$ cat config.mk
export PLATFORM = sky130hd
export DESIGN_NAME = counter_sched
export DESIGN_NICKNAME = d
export VERILOG_FILES = /design/src/rtl/counter_sched.sv
export SDC_FILE = /design/constraint.sdc
export NUM_CORES = 1
export LEC_CHECK = 0
export BUFFER_PORTS_ARGS = -buffer_cell sky130_fd_sc_hd__buf_4
export CAP_MARGIN = 10
export CORE_ASPECT_RATIO = 1.75
export CORE_MARGIN = 8
export CORE_UTILIZATION = 40
export CTS_CLUSTER_DIAMETER = 40
export DETAILED_ROUTE_END_ITERATION = 16
export PLACE_DENSITY = 0.7
export SYNTH_ARGS = -nofsm -noshare
export SYNTH_HDL_FRONTEND = slang
export SYNTH_SLANG_ARGS = --single-unit
$ cat constraint.sdc
create_clock -name clk -period 1.87 [get_ports clk]
set_input_delay 0.0935 -clock clk [delete_from_list [all_inputs] [get_ports clk]]
set_output_delay 0.0935 -clock clk [all_outputs]
set_load 0.005 [all_outputs]
$ cat src/rtl/counter_sched.sv
// rtl/counter_sched.sv - round-robin scheduler sharing one loadable up/down counter
module counter_sched #(
  parameter int NREQ = 4,
  parameter int W    = 4,
  localparam int GW  = (NREQ > 1) ? $clog2(NREQ) : 1
) (
  input  logic              clk,
  input  logic              reset,
  input  logic [NREQ-1:0]   req,
  input  logic [NREQ*W-1:0] req_start,
  input  logic [NREQ*W-1:0] req_target,
  input  logic [NREQ-1:0]   req_dir,
  input  logic              abort,
  output logic [NREQ-1:0]   done,
  output logic              aborted,
  output logic              busy,
  output logic [GW-1:0]     gnt_id,
  output logic              cnt_reset,
  output logic              cnt_load,
  output logic              cnt_up_down,
  output logic [W-1:0]      cnt_data,
  input  logic [W-1:0]      cnt_count
);

  localparam logic [1:0] S_IDLE = 2'd0;
  localparam logic [1:0] S_LOAD = 2'd1;
  localparam logic [1:0] S_RUN  = 2'd2;
  localparam logic [1:0] S_DONE = 2'd3;

  logic [1:0]    state_q, state_d;
  logic [GW-1:0] rr_ptr_q, rr_ptr_d;
  logic [GW-1:0] gnt_id_q, gnt_id_d;
  logic [W-1:0]  job_start_q, job_start_d;
  logic [W-1:0]  job_target_q, job_target_d;
  logic          job_dir_q, job_dir_d;
  logic          aborted_q, aborted_d;

  logic [W-1:0]  start_arr  [NREQ];
  logic [W-1:0]  target_arr [NREQ];
  logic [GW:0]   sum;
  logic [GW-1:0] win;
  logic          found;
  logic [GW-1:0] next_ptr;

  for (genvar g = 0; g < NREQ; g++) begin : g_slice
    assign start_arr[g]  = req_start[g*W +: W];
    assign target_arr[g] = req_target[g*W +: W];
  end

  // First requester at or after rr_ptr, wrapping modulo NREQ.
  always_comb begin
    found = 1'b0;
    win   = '0;
    sum   = '0;
    for (int j = 0; j < NREQ; j++) begin
      sum = {1'b0, rr_ptr_q} + (GW+1)'(j);
      if (sum >= (GW+1)'(NREQ)) sum = sum - (GW+1)'(NREQ);
      if (!found && req[sum[GW-1:0]]) begin
        found = 1'b1;
        win   = sum[GW-1:0];
      end
    end
  end

  assign next_ptr = (gnt_id_q == GW'(NREQ-1)) ? '0 : gnt_id_q + GW'(1);

  // Counter has no enable: "hold" is a load of its own current value.
  always_comb begin
    state_d      = state_q;
    rr_ptr_d     = rr_ptr_q;
    gnt_id_d     = gnt_id_q;
    job_start_d  = job_start_q;
    job_target_d = job_target_q;
    job_dir_d    = job_dir_q;
    aborted_d    = 1'b0;
    cnt_load     = 1'b1;
    cnt_data     = cnt_count;
    cnt_up_down  = job_dir_q;
    done         = '0;
    case (state_q)
      S_IDLE: begin
        if (found) begin
          gnt_id_d     = win;
          job_start_d  = start_arr[win];
          job_target_d = target_arr[win];
          job_dir_d    = req_dir[win];
          state_d      = S_LOAD;
        end
      end
      S_LOAD: begin
        if (abort) begin
          aborted_d = 1'b1;
          rr_ptr_d  = next_ptr;
          state_d   = S_IDLE;
        end else begin
          cnt_data = job_start_q;
          state_d  = S_RUN;
        end
      end
      S_RUN: begin
        if (abort) begin
          aborted_d = 1'b1;
          rr_ptr_d  = next_ptr;
          state_d   = S_IDLE;
        end else if (cnt_count == job_target_q) begin
          state_d = S_DONE;
        end else begin
          cnt_load = 1'b0;
        end
      end
      default: begin
        done[gnt_id_q] = 1'b1;
        rr_ptr_d       = next_ptr;
        state_d        = S_IDLE;
      end
    endcase
  end

  always_ff @(posedge clk) begin
    if (reset) begin
      state_q      <= S_IDLE;
      rr_ptr_q     <= '0;
      gnt_id_q     <= '0;
      job_start_q  <= '0;
      job_target_q <= '0;
      job_dir_q    <= 1'b0;
      aborted_q    <= 1'b0;
    end else begin
      state_q      <= state_d;
      rr_ptr_q     <= rr_ptr_d;
      gnt_id_q     <= gnt_id_d;
      job_start_q  <= job_start_d;
      job_target_q <= job_target_d;
      job_dir_q    <= job_dir_d;
      aborted_q    <= aborted_d;
    end
  end

  assign busy      = (state_q != S_IDLE);
  assign aborted   = aborted_q;
  assign gnt_id    = gnt_id_q;
  assign cnt_reset = reset;

endmodule

# Yosys cells after proc, flatten, opt, wreduce, memory -nomap -nowiden
# Cells that the tools add are included.
[word_totals]
elab_cells = 97
output_inout_bits = 15
register_bits = 16
[classes]
add_sub_neg = 8
reduce_logical = 15
bitwise_logic = 3
mux = 45
eq_ne = 7
order_cmp = 12
[op_table]
columns = ["operator", "count"]
rows = [
  ["$mux W2", 14],
  ["$mux W4", 7],
  ["$lt A2 B3 Y1 const B", 6],
  ["$bmux W4 S2", 2],
  ["$mux W1", 14],
  ["$ge A3 B3 Y1 const B", 4],
  ["$bmux W1 S2", 5],
  ["$sub A2 B1 Y2 const B", 4],
  ["$add A2 B2 Y3 const B", 2],
  ["$pmux W2 S3", 1],
  ["$reduce_and A2 Y1", 3],
  ["$eq A2 B2 Y1 const B", 2],
  ["$eq A4 B4 Y1", 1],
  ["$logic_and A1 B1 Y1", 4],
  ["$pmux W2 S2", 1],
  ["$reduce_or A2 Y1", 2],
  ["$add A2 B1 Y3 const B", 1],
  ["$ge A2 B3 Y1 const B", 1],
  ["$logic_not A1 Y1", 3],
  ["$ne A3 B3 Y1 const B", 1],
  ["$not A2 Y3", 1],
  ["$reduce_or A3 Y1", 1],
  ["$add A2 B1 Y2 const B", 1],
  ["$demux W1 S2", 1],
  ["other kinds (7)", 8],
]

# Logic depth before layout (Yosys ltp)
[logic_depth]
ltp_word = 18
ltp_mapped = 7
depth_no_buf = 7

# Least setup slack after synthesis
# No wires, ideal clock.
[synth_path]
path_type = "flip-flop to flip-flop"
start = "register job_target_q[2]"
end = "register state_q[1]"
stages_incl_launch_ff = 6
required_ps = 1800
setup_ps = 70
path_buffers = 0
setup_slack_ps = 230
t_arrival_ps = 1570
path_cell_list = "dfxtp_1 xor2_1 o41ai_4 o21ai_2 or4_1 a21oi_1"
[synth_between]
elab_chain_cells = 3
[synth_lines]
columns = ["element", "line", "text"]
rows = [
  ["from (decl)", "34", "logic [W-1:0] job_target_q, job_target_d;"],
  ["from (signal assigned)", "133", "job_target_q <= job_target_d;"],
  ["$eq A4 B4 Y1", "105", "end else if (cnt_count == job_target_q) begin"],
  ["$ne A3 B3 Y1 (no line)", "--", ""],
  ["$reduce_and A2 Y1 (no line)", "--", ""],
  ["to (signal assigned)", "129", "state_q <= state_d;"],
  ["to (decl)", "30", "logic [1:0] state_q, state_d;"],
]
# No other way between the ends.
# A chain may end at the register's enable or synchronous reset.

# Worst setup path after layout
[layout_path]
start = "register state_q[0]"
end = "register state_q[1]"
[layout_between]
elab_chain_cells = 3
elab_cells_between_ends = 7
[layout_lines]
columns = ["element", "line", "text"]
rows = [
  ["$eq A2 B2 Y1 / $logic_not A2 Y1 (equally long branches)", "80", "case (state_q)"],
  ["$ne A3 B3 Y1 (no line) / $ne A2 B2 Y1 (equally long branches)", "--", ""],
  ["$reduce_and A2 Y1 (no line)", "--", ""],
]
# Several ways; a longest one is shown, not always the timed one.

==> impl_metrics.toml <==
[power_and_ir_drop]
ir_drop_mv = 0.506
p_int_uw = 788
p_comb_share_pct = 39.7
switching_power_uw = 363
p_sw_share_pct = 31.6
pwr-share-clk_pct = 21.9
p_seq_share_pct = 38.4
powerDensity_nw_per_um2 = 687
p_leak_uw = 0.000792

[sta]
tightest_slew_ns = 0.420
fin_tns_setup_ns = 0
setup_viol = 0
fin_skew_ns = 0.00207
max_freq_ghz = 0.576
min_period_over_period_pct = 92.8
hold_violations = 0
rsz0062_at_grt = "false"
slew_viol_final = 0
max_slew_margin_pct = 72.0
fin_crit_ns = 1.73

[global_routing]
grt_pass1_vias = 1268
grt_pass1_wl_um = 5690
globalRoute.totalOverflow = 0
grt_max_degree = 20
grt_util_all_layers_pct = 13.8
antenna_found_initial = 0

[routing]
detail-route-antenna-nets = 0
wl_per_cell_um = 16.1
viasPerCell = 5.43
dr_wl_met2_um = 1750
m1WireLength_um = 1400
drc = 0
first_iter_violations = 19
firstDrtPassIters = 4
highest_layer = "met4"
wirelength_um = 3470
dr_wl_met3_um = 257
vias = 1168

[logic_synthesis]
synth_top_area_share_pct = 28.2
synth-edff-count = 0
synth_area_sq_um = 1130
synth_most_common_cell = "mux2i_1"
synth_area_leader_cell = "dfxtp_1"
synth-main-ff-cell = "dfxtp_1"
synthCells = 127
ys_top_cells_by_count = "mux2i_1 (21), nand2_1 (17), dfxtp_1 (16)"
yosys_warnings = 0
synthArstFlopShare_pct = 0
yosysSeqAreaShare_pct = 28.2
synth_cell_type_count = 22
avgSynthCellArea_sq_um = 8.94
syn_nets = 182
synthTopCellsByArea = "dfxtp_1 (28%), mux2i_1 (19%), ha_1 (8.8%)"
synth-seq-cells = 16

[worst_setup_path]
start_kind = "flip-flop"
endpoint_kind = "flip-flop"
path_buf_inv = 1
worstPathCellList = "inv_1 > ha_1 > nor2b_1 > o41ai_4 > o21ai_2 > or4_1 > a21oi_1"
slowest_delay_ns = 0.48
crit_path_top_delay_cell = "or4_1"
critPathRequiredTime_ns = 2.05
cp_top_family = "simple AND/OR/NAND/NOR gates"
cp_max_fo = 4
crit_type = "flip-flop to flip-flop"
critical_path_arrival_ns = 1.91

[place]
dp_hpwl_um = 2910
place_congestion = 0.735
dpl_cell_area_sq_um = 1630
portBuffers = 61

[floorplan]
die_area_sq_um = 4860
die_h_um = 86.5
placementRows = 25
start_util_pct = 42.2
ios = 62
die_x_um = 56.3
core_sq_um = 2690

[layout]
nFillCells = 246
antenna_cells = 0
final_nets = 245
drive_gt1_share_pct = 40.4
synthToLayoutAreaGrowth_pct = 47.5
final_cell_area_sq_um = 1670

[run]
max_cap_violations = 0

[worst_hold_path]
hold_class = "primary input to flip-flop"

[clock_tree]
cts_tree = "done"
cts-root-buf = "clkbuf_8"
ctsHoldBuffers = 0
clk_latency_ns = 0.24
clock_sinks = 16
clk_pin_slew_worst_paths_ns = 0.06
cts_max_path_buffers = 2
cts_buffers = 3
htreeDepth = 1

[status]
status = "completed"
## cell families after synthesis
| kind of cell | after synthesis | synth area share [%] |
|---|---|---|
| compound gates | 21 | 15.5 |
| xor+xnor | 4 | 3.09 |
| simple gates | 41 | 16.8 |
| mux | 25 | 22.5 |
| buf+inv | 12 | 5.07 |
| fa+ha+maj | 8 | 8.82 |
| flops | 16 | 28.2 |
## layer usage
| layer | vias up | track usage, % |
|---|---|---|
| li1 | 574 | - |
| met1 | 540 | 14.2 |
| met2 | 48 | 25.2 |
| met3 | 6 | 4.39 |
| met4 | 0 | 4.84 |
| met5 | - | 0 |
## metrics by stage
step / cells / setup slack (ns) / utilization (%) / total power (uW) / hold WS, ns
3_3_place_gp: 212 / 0.184 / 60.6 / 890 / 0.351
4_1_cts: 215 / 0.0503 / 62.1 / 1160 / 0.0967
5_1_grt: 215 / 0.0221 / 62.2 / 1220 / 0.112
6_report: 215 / 0.135 / 62.2 / 1150 / 0.101
3_5_place_dp: 212 / 0.0662 / 60.6 / 909 / 0.355
2_1_floorplan: 127 / 0.230 / - / 708 / 0.214
## cell usage in the layout, fill, tap and decap left out, types with 2 or more instances in the layout
master	Yosys	layout
buf_4	3	62
mux2i_1	21	21
nand2_1	17	17
dfxtp_1	16	16
nor2_1	11	11
o221ai_1	9	9
ha_1	8	8
inv_1	7	7
a21oi_1	7	7
mux2_2	4	4
and2_1	4	4
xor2_1	4	4
nor2b_1	4	4
clkbuf_8	0	3
or4_1	3	2
o21ai_2	2	2
## what timing repair did
| item | 4_1_cts | 5_1_grt |
|---|---|---|
| setup endpoints to repair | 0 | 4 |
| setup buffers | 0 | 0 |
| resized for setup | 0 | 1 |
## state kept, by name, summed over array words and instances, names as in the netlist
| register | flops |
|---|---|
| aborted | 1 |
| cnt_up_down | 1 |
| gnt_id | 2 |
| job_start_q | 4 |
| job_target_q | 4 |
| rr_ptr_q | 2 |
| state_q | 2 |
## power groups by stage
stage / Clock (uW) / Combinational [uW] / Sequential [uW]
after global placement: 0 / 444 / 445
after detailed placement: 0 / 460 / 449
after floorplan: 0 / 269 / 439
after CTS: 258 / 461 / 441
final: 252 / 457 / 442
after global routing: 269 / 503 / 448
## final cells by class
type / count / area [sq um] / share of cell area (%)
clock buffers: 3 / 41.3 / 2.47
inverters: 7 / 26.3 / 1.57
multi-input cells: 99 / 767 / 45.8
flip-flops and latches: 16 / 320 / 19.1
well taps: 27 / 33.8 / 2.02
repair buffers: 63 / 485 / 29.0
## worst paths after layout
path                   from              to  slack, ns  depth (start not counted)
max              state_q[0]      state_q[1]       0.14                          7
min                   reset       gnt_id[0]       0.10                          2
max reg2reg      state_q[0]      state_q[1]       0.14                          7
min reg2reg  job_start_q[0]  job_start_q[0]       0.46                          2
(Power assumes the default switching activity.)
